[src/rtl/dart_launcher_if.sv]
// Signal bundle between the dart launcher and the dart scoring machine.
// master = launcher side, slave = scorer/test side.
interface dart_launcher_if;
  logic       start_i;
  logic       player_1_done_i;
  logic       player_2_done_i;
  logic       game_set_i;
  logic       player_1_win_i;
  logic       player_2_win_i;
  logic       dart_come_o;
  logic [3:0] dart_position_x_o;
  logic [3:0] dart_position_y_o;
  logic       busy_o;
  logic       turn_o;
  logic [9:0] throws_o;
  logic [1:0] winner_o;
  logic       error_o;

  modport master (
    input  start_i, player_1_done_i, player_2_done_i, game_set_i,
           player_1_win_i, player_2_win_i,
    output dart_come_o, dart_position_x_o, dart_position_y_o, busy_o,
           turn_o, throws_o, winner_o, error_o
  );

  modport slave (
    output start_i, player_1_done_i, player_2_done_i, game_set_i,
           player_1_win_i, player_2_win_i,
    input  dart_come_o, dart_position_x_o, dart_position_y_o, busy_o,
           turn_o, throws_o, winner_o, error_o
  );
endinterface

[src/rtl/dart_launcher.sv]
// Dart throw generator: LFSR-driven board positions, one strobe per throw,
// alternating players on the scorer's done handshake until game set, limit or error.
module dart_launcher #(
  parameter logic [7:0] SEED       = 8'hA5,
  parameter logic [9:0] MAX_THROWS = 10'd600,
  parameter int         IDLE_GAP   = 2,
  parameter int         TIMEOUT    = 16
) (
  input  logic           clk,
  input  logic           reset,
  dart_launcher_if.master dart
);
  typedef enum logic [2:0] {IDLE, GAP, THROW, WAIT_DONE, OVER, ERROR} state_t;

  // An all-zero LFSR would lock up, so a zero seed is promoted to 1.
  localparam logic [7:0]  SEED_EFF = (SEED == 8'h00) ? 8'h01 : SEED;
  localparam logic [15:0] GAP_LAST = 16'(IDLE_GAP - 1);
  localparam logic [15:0] TO_LAST  = 16'(TIMEOUT - 1);

  state_t      state, state_nxt;
  logic [15:0] cnt;
  logic [7:0]  lfsr;
  logic [3:0]  pos_x, pos_y;
  logic        turn;
  logic [9:0]  throws;
  logic [1:0]  winner;
  logic        do_restart, do_throw, do_accept;
  logic        match_done, wrong_done, both_done, at_limit;

  function automatic logic [3:0] fold_nibble(input logic [3:0] n);
    return (n >= 4'd10) ? n - 4'd10 : n;
  endfunction

  function automatic logic [7:0] lfsr_step(input logic [7:0] l);
    return {l[6:0], l[7] ^ l[5] ^ l[4] ^ l[3]};
  endfunction

  assign match_done = turn ? dart.player_2_done_i : dart.player_1_done_i;
  assign wrong_done = turn ? dart.player_1_done_i : dart.player_2_done_i;
  assign both_done  = dart.player_1_done_i & dart.player_2_done_i;
  assign at_limit   = (throws + 10'd1) == MAX_THROWS;

  always_ff @(posedge clk) begin
    if (reset) state <= IDLE;
    else       state <= state_nxt;
  end

  always_comb begin
    state_nxt  = state;
    do_restart = 1'b0;
    do_throw   = 1'b0;
    do_accept  = 1'b0;
    unique case (state)
      IDLE, OVER, ERROR: begin
        if (dart.start_i) begin
          state_nxt  = GAP;
          do_restart = 1'b1;
        end
      end
      GAP: begin
        if (cnt == GAP_LAST) begin
          state_nxt = THROW;
          do_throw  = 1'b1;
        end
      end
      THROW: state_nxt = WAIT_DONE;
      WAIT_DONE: begin
        if (both_done) begin
          state_nxt = ERROR;
        end else if (match_done) begin
          do_accept = 1'b1;
          state_nxt = (dart.game_set_i || at_limit) ? OVER : GAP;
        end else if (wrong_done || cnt == TO_LAST) begin
          state_nxt = ERROR;
        end
      end
      default: state_nxt = IDLE;
    endcase
  end

  // Positions load on the GAP->THROW edge so they are valid during the strobe cycle.
  always_ff @(posedge clk) begin
    if (reset) begin
      cnt    <= '0;
      lfsr   <= SEED_EFF;
      pos_x  <= '0;
      pos_y  <= '0;
      turn   <= 1'b0;
      throws <= '0;
      winner <= '0;
    end else begin
      cnt <= (state_nxt == state) ? cnt + 16'd1 : '0;
      if (do_restart) begin
        lfsr   <= SEED_EFF;
        throws <= '0;
        turn   <= 1'b0;
        winner <= '0;
      end
      if (do_throw) begin
        pos_x <= fold_nibble(lfsr[3:0]);
        pos_y <= fold_nibble(lfsr[7:4]);
        lfsr  <= lfsr_step(lfsr);
      end
      if (do_accept) begin
        throws <= throws + 10'd1;
        if (dart.game_set_i) winner <= {dart.player_2_win_i, dart.player_1_win_i};
        else if (!at_limit)  turn   <= ~turn;
      end
    end
  end

  assign dart.dart_come_o       = (state == THROW);
  assign dart.busy_o            = (state == GAP) || (state == THROW) || (state == WAIT_DONE);
  assign dart.error_o           = (state == ERROR);
  assign dart.dart_position_x_o = pos_x;
  assign dart.dart_position_y_o = pos_y;
  assign dart.turn_o            = turn;
  assign dart.throws_o          = throws;
  assign dart.winner_o          = winner;
endmodule

[src/flat_wrapper.sv]
// flat-port wrapper written by rule: the top's interface ports become plain ports
module dart_launcher_flat 
#(
  parameter logic [7:0] SEED       = 8'hA5,
  parameter logic [9:0] MAX_THROWS = 10'd600,
  parameter int         IDLE_GAP   = 2,
  parameter int         TIMEOUT    = 16
)
  (clk, reset, dart_start_i, dart_player_1_done_i, dart_player_2_done_i, dart_game_set_i, dart_player_1_win_i, dart_player_2_win_i, dart_dart_come_o, dart_dart_position_x_o, dart_dart_position_y_o, dart_busy_o, dart_turn_o, dart_throws_o, dart_winner_o, dart_error_o);
  dart_launcher_if dart_i ();
  input  logic clk;
  input  logic reset;
  input wire logic [$bits(dart_i.start_i)-1:0] dart_start_i;
  input wire logic [$bits(dart_i.player_1_done_i)-1:0] dart_player_1_done_i;
  input wire logic [$bits(dart_i.player_2_done_i)-1:0] dart_player_2_done_i;
  input wire logic [$bits(dart_i.game_set_i)-1:0] dart_game_set_i;
  input wire logic [$bits(dart_i.player_1_win_i)-1:0] dart_player_1_win_i;
  input wire logic [$bits(dart_i.player_2_win_i)-1:0] dart_player_2_win_i;
  output wire logic [$bits(dart_i.dart_come_o)-1:0] dart_dart_come_o;
  output wire logic [$bits(dart_i.dart_position_x_o)-1:0] dart_dart_position_x_o;
  output wire logic [$bits(dart_i.dart_position_y_o)-1:0] dart_dart_position_y_o;
  output wire logic [$bits(dart_i.busy_o)-1:0] dart_busy_o;
  output wire logic [$bits(dart_i.turn_o)-1:0] dart_turn_o;
  output wire logic [$bits(dart_i.throws_o)-1:0] dart_throws_o;
  output wire logic [$bits(dart_i.winner_o)-1:0] dart_winner_o;
  output wire logic [$bits(dart_i.error_o)-1:0] dart_error_o;
  assign dart_i.start_i = dart_start_i;
  assign dart_i.player_1_done_i = dart_player_1_done_i;
  assign dart_i.player_2_done_i = dart_player_2_done_i;
  assign dart_i.game_set_i = dart_game_set_i;
  assign dart_i.player_1_win_i = dart_player_1_win_i;
  assign dart_i.player_2_win_i = dart_player_2_win_i;
  assign dart_dart_come_o = dart_i.dart_come_o;
  assign dart_dart_position_x_o = dart_i.dart_position_x_o;
  assign dart_dart_position_y_o = dart_i.dart_position_y_o;
  assign dart_busy_o = dart_i.busy_o;
  assign dart_turn_o = dart_i.turn_o;
  assign dart_throws_o = dart_i.throws_o;
  assign dart_winner_o = dart_i.winner_o;
  assign dart_error_o = dart_i.error_o;
  dart_launcher #(.SEED(SEED), .MAX_THROWS(MAX_THROWS), .IDLE_GAP(IDLE_GAP), .TIMEOUT(TIMEOUT)) u_core (.clk(clk), .reset(reset), .dart(dart_i));
endmodule
[config.mk]
export PLATFORM = sky130hd
export DESIGN_NAME = dart_launcher_flat
export DESIGN_NICKNAME = d
export VERILOG_FILES = /design/src/rtl/dart_launcher_if.sv /design/src/rtl/dart_launcher.sv /design/src/flat_wrapper.sv
export SDC_FILE = /design/constraint.sdc
export NUM_CORES = 1
export LEC_CHECK = 0
export BUFFER_PORTS_ARGS = -buffer_cell sky130_fd_sc_hd__buf_2
export CAP_MARGIN = 20
export CORE_MARGIN = 1
export CORE_UTILIZATION = 60
export DETAILED_ROUTE_END_ITERATION = 12
export GPL_TIMING_DRIVEN = 0
export PLACE_DENSITY = 0.92
export SLEW_MARGIN = 10
export SYNTH_ARGS = -nofsm -noshare
export SYNTH_HDL_FRONTEND = slang
export SYNTH_SLANG_ARGS = --single-unit
[constraint.sdc]
create_clock -name clk -period 3.84 [get_ports clk]
set_clock_uncertainty 0.15 [all_clocks]
set_input_delay 0.768 -clock clk [delete_from_list [all_inputs] [get_ports clk]]
set_output_delay 0.768 -clock clk [all_outputs]
set_load 0.01 [all_outputs]
; Yosys cells after proc, flatten, opt, wreduce, memory -nomap -nowiden
; Cells that the tools add are included.
[op_classes]
add_sub_neg = 4
order_cmp = 2
eq_ne = 9
n_mux = 29
n_bitwise = 6
reduce_logical = 9
[op_table]
columns = cell, count
row1 = 2-to-1 mux 10 bit, 2
row2 = 2-to-1 mux 3 bit, 6
row3 = "adder 16 x 1 -> 16 bit, second input constant", 1
row4 = "equality test 16 x 1 -> 1 bit, second input constant", 1
row5 = "equality test 16 x 4 -> 1 bit, second input constant", 1
row6 = 2-to-1 mux 8 bit, 2
row7 = 2-to-1 mux 1 bit, 13
row8 = one-hot mux 3 bit (4 select lines), 1
row9 = "adder 10 x 1 -> 10 bit, second input constant", 1
row10 = "equality test 10 bit, second input constant", 1
row11 = "greater-or-equal comparator 4 bit, second input constant", 2
row12 = 2-to-1 mux 4 bit, 2
row13 = "subtractor 4 bit, second input constant", 2
row14 = "equality test 3 x 2 -> 1 bit, second input constant", 2
row15 = "equality test 3 bit, second input constant", 2
row16 = 2-to-1 mux 2 bit, 3
row17 = logical OR 1 bit, 4
row18 = nonzero test 2 bit, 2
row19 = "equality test 3 x 1 -> 1 bit, second input constant", 1
row20 = equality test 3 bit, 1
row21 = zero test 3 bit, 1
row22 = OR reduction 3 bit, 1
row23 = bitwise XOR 1 bit, 3
row24 = inverter 1 bit, 2
row25 = other kinds (2), 2
[word_totals]
regBits = 48
inputBits = 8
output_inout_bits = 24

; Depth between registers and ports, before layout
[logic_depth]
word_depth = 10
ltp_mapped = 9
mapped_depth_nobuf = 7

; Worst setup path after synthesis
; No wires, ideal clock.
[synth_path]
path_type = input-to-reg
start = input port dart_player_2_done_i
end = register u_core.throws[5], in the netlist u_core.dart.throws_o[5]
setup_time_ns = 0.070
arrival_ns = 2.009
required_ns = 3.620
slack_ns = 1.610
cell_stages = 4
path_buffers = 0
cell_sequence = or3b_1 -> a21o_1 -> or4_2 -> a21oi_1
[synth_between]
elab_chain_cells = 5
[synth_rtl]
columns = element, line
row1 = start: declaration, flat_wrapper.sv:15  ; input wire logic [$bits(dart_i.player_2_done_i)-1:0] dart_player_2_done_i;
row2 = 2-to-1 mux 1 bit, dart_launcher.sv:38  ; assign match_done = turn ? dart.player_2_done_i : dart.player_1_done_i;
row3 = 2-to-1 mux 1 bit, dart_launcher.sv:70  ; end else if (match_done) begin
row4 = 2-to-1 mux 1 bit *, dart_launcher.sv:68  ; if (both_done) begin
row5 = 2-to-1 mux 1 bit *, dart_launcher.sv:53  ; unique case (state)
row6 = 2-to-1 mux 10 bit / nonzero test 2 bit (equally long branches), --
row7 = end signal: assignment, dart_launcher.sv:105  ; throws <= throws + 10'd1;
row8 = end: declaration, dart_launcher.sv:25  ; logic [9:0] throws;
; Every way passes the cells marked *; elsewhere a longest branch is shown, timed or not.
; A chain may end at the register's enable or synchronous reset.

; Final worst setup path
[layout_path]
start = register u_core.state[1]
end = output port dart_dart_come_o
[layout_between]
elab_chain_cells = 1
[layout_rtl]
columns = element, line
row1 = start: declaration, dart_launcher.sv:20  ; state_t state, state_nxt;
row2 = start signal: assignment, dart_launcher.sv:45  ; else state <= state_nxt;
row3 = equality test 3 x 2 -> 1 bit, dart_launcher.sv:112  ; assign dart.dart_come_o = (state == THROW);
row4 = end: declaration, flat_wrapper.sv:19  ; output wire logic [$bits(dart_i.dart_come_o)-1:0] dart_dart_come_o;
; Every way passes these cells.

==> PnR_summary.wiki <==
{| class="wikitable"
! Metric !! Value
|-
| Post-synthesis net count || 312
|-
| Slew Viols, Final || 0
|-
| Area fraction of the dominant cell type after synthesis || 39.67%
|-
| Number of endpoints failing setup at the final stage || 0
|-
| Clock network power share || 33.7%
|-
| Flip-flop and latch count after synthesis || 48
|-
| Worst Hold End || u_core.dart.dart_position_x_o[0]
|-
| Post-CTS Resized || 0
|-
| Worst reg2reg path startpoint || u_core.cnt[11]
|-
| Most used cells in the layout excluding fill and tap cells || dfxtp_1, nor2_1, buf_2
|-
| Quantity of I/O buffers inserted on ports || 31
|-
| Die Wd || 65.54 um
|-
| Mux contribution to synthesized area || 0.4649%
|-
| Clock latency reported for the late side of the worst-skew pair || 300 ps
|-
| Final Hold Violating Endpoints || 0
|-
| Vertical die dimension || 65.54 um
|-
| Average instance area after synthesis || 8.101 um^2
|-
| Growth of design area from synthesis to finish || 12.86%
|-
| Minimum setup slack among reg-to-reg paths || 1550 ps
|-
| Relative contribution of sequential cells to total power || 54.6%
|-
| Commonest non-fill, non-tap cell in the layout || dfxtp_1
|-
| Largest net degree at the start of global routing || 14
|-
| Max Fclk || 401.7 MHz
|-
| Core utilization of the finished layout || 72.50%
|-
| Class of the worst hold path || reg -> reg
|-
| Final hold slack || 299.7 ps
|-
| DRC Markers || 0
|-
| Transition time at the pin with the least slew margin || 558.7 ps
|-
| Critical path fanouts, max || 10
|-
| Final std cell area, no fill || 0.002734 mm^2
|-
| Placement-stage worst setup slack || 1359 ps
|-
| Detail Route Antenna Nets || 0
|-
| Htree depth || 2
|-
| Proportion of register bits with asynchronous set or reset after synthesis || 0%
|-
| Type of destination of the critical path || output pin
|-
| Total leakage power || 1.060 nW
|-
| Distinct cells, synth || 46
|-
| Starting density of the core || 64.23%
|-
| Vias || 2355
|-
| Via count of the first global-routing pass || 2022
|-
| Placed cell area || 0.002638 mm^2
|-
| Violation count after the first detailed-routing iteration || 219
|-
| Hold buffer count at cts || 0
|-
| Syn Std Cell Area || 0.002422 mm^2
|-
| Number of I/O pins || 32
|-
| Fraction of final layout cells sized beyond drive strength 1 || 15.43%
|-
| Post-layout instance count excluding filler cells || 385
|-
| Clock Root Buffer || clkbuf_8
|-
| Overall power consumption || 954.3 uW
|-
| Register area share after synthesis || 39.67%
|-
| Total length of routed wires || 5.424 mm
|-
| Unrepaired setup endpoints after global routing || no
|-
| Instance count of the mapped netlist || 299
|-
| Remaining max-slew budget at the tightest pin || 62.61%
|-
| HPWL after detailed placement || 3.728 mm
|-
| Total global-route track usage || 27.19%
|-
| Buffers inserted by post-CTS timing repair || 0
|-
| Detailed-router iteration count before antenna repair || 4
|-
| Launching element type of the critical path || flop
|-
| Global-route wire length before repair || 9.073 mm
|-
| Placed Instances || 378
|-
| Final TNS setup || 0 ps
|-
| Hold path start || u_core.dart.dart_position_x_o[0]
|-
| Number of flops mapped to enable cells by yosys || 0
|-
| Post-detailed-route wirelength per cell || 14.09 um
|-
| Inserted Clock Buffers || 5
|-
| Xor/xnor share of the synthesized area || 6.508%
|-
| Clock transition at path regs || 80 ps
|-
| Final worst path period share || 64.84%
|-
| Adder and majority cell fraction of the synthesized area || 2.583%
|-
| Area of the core || 0.003771 mm^2
|-
| Pint || 709.6 uW
|-
| NetSw || 244.7 uW
|-
| Inserted Diodes || 0
|-
| Path type of the worst setup path || reg -> out
|-
| Combinational group share of total power || 11.7%
|-
| Max-cap violations || 0
|-
| Cell taking the most area after synthesis || dfxtp_1
|-
| Post-synthesis simple-gate area fraction || 30.63%
|-
| Layout Nets || 350
|-
| Total congestion overflow || 0
|-
| Worst reg2reg path endpoint || u_core.lfsr[6]
|-
| Worst Path Arrival || 1570 ps
|-
| Largest buffer count on any clock path || 2
|-
| Compound-gate portion of the synthesized area || 16.01%
|-
| Final worst-path setup slack || 1350 ps
|-
| Die Area || 0.004295 mm^2
|-
| Peak supply drop || 0.2123 mV
|-
| Run status || complete, no violations
|-
| Sw frac || 25.64%
|-
| Avg Vias per Cell || 6.117
|-
| Antenna violations before repair || 0
|-
| Synthesis Warnings || 0
|-
| Final min period || 2490 ps
|-
| TritonCTS clock tree || built
|-
| Number of cells on the worst hold path || 2
|-
| Dominant synthesized flop cell || dfxtp_1
|-
| Cell depth of the worst flop-to-flop path || 7
|-
| Required time of the critical path || 2920 ps
|-
| Number of core rows || 22
|-
| Final weighted congestion of routability-driven global placement || 0.9220
|-
| PD cells || 349.1 mW/mm^2
|-
| Top cells by area in the synthesized netlist || dfxtp_1, a21oi_1, nor2_1
|-
| Main combinational cell family by area after synthesis || simple AND/OR/NAND/NOR gates
|-
| Num Clock Sinks || 48
|}
==> synth_stat cells, types with 2 or more instances <==
library cell and number:
a41oi_1 3, nand4_1 8, and2_1 2, or3_1 7, a211oi_1 3, and4_1 4
a21oi_1 32, and3_1 3, ha_1 5, inv_1 8, nor4_1 5, xnor2_1 5
nor3_1 5, buf_2 5, xor2_1 13, o21ai_0 14, nor3b_1 2, o221ai_1 2
clkbuf_1 9, and3b_1 2, nand3b_1 5, nand2_1 27, dfxtp_1 48, nand3_1 22
o211ai_1 3, nor2_1 37
==> critical path: stages (launching register included) <==
cell,delay [ps]
dfxtp_1,400
clkbuf_1,320
nor3b_1,360
buf_2,200
==> cell families after synthesis <==
kind of cell | after synthesis
buffers and inverters | 23
AOI/OAI and AO/OA | 65
and+or+nand+nor | 139
DFF | 48
adders and majority gates | 5
muxes | 1
xor gates and xnor gates | 18
==> worst max path at each step <==
stage | from | endpoint | depth (start not counted)
after floorplan | dart_player_2_done_i | u_core.dart.throws_o[5] | 4
after global placement | dart_player_2_done_i | u_core.dart.throws_o[6] | 6
after detailed placement | dart_player_2_done_i | u_core.dart.throws_o[4] | 6
after CTS | u_core.state[1] | dart_dart_come_o | 3
after global routing | u_core.cnt[11] | u_core.dart.dart_position_y_o[3] | 6
final | u_core.state[1] | dart_dart_come_o | 3
==> registers in the layout (all words and copies together), names as in the netlist <==
signal and flops:
u_core.dart.dart_position_x_o 4, u_core.lfsr 8, u_core.dart.turn_o 1, u_core.dart.throws_o 10, u_core.dart.winner_o 2, u_core.cnt 16
u_core.dart.dart_position_y_o 4, u_core.state 3
==> power groups by stage <==
| stage | Combinational [mW] | Clock, mW | Sequential (mW) |
|---|---|---|---|
| after floorplan | 0.0786 | 0 | 0.531 |
| after global placement | 0.107 | 0 | 0.531 |
| after detailed placement | 0.110 | 0 | 0.532 |
| after CTS | 0.111 | 0.324 | 0.520 |
| after global routing | 0.127 | 0.345 | 0.522 |
| final | 0.112 | 0.322 | 0.521 |
==> routing by layer <==
metal  global-route usage, %  wire length (um)
met2                   41.62              2537
met4                   10.60                73
met1                   36.45              2500
met3                   6.771               312
met5                       0                 0
==> final cells by class <==
class | count | area, um^2
well taps | 48 | 60.06
multi-input cells | 228 | 1361
fillers | 285 | 1037
flip-flops and latches | 48 | 960.9
clock buffers | 7 | 96.34
repair buffers | 31 | 155.1
plain buffers | 15 | 70.07
inverters | 8 | 30.03
Power figures use the tool's default switching activity.
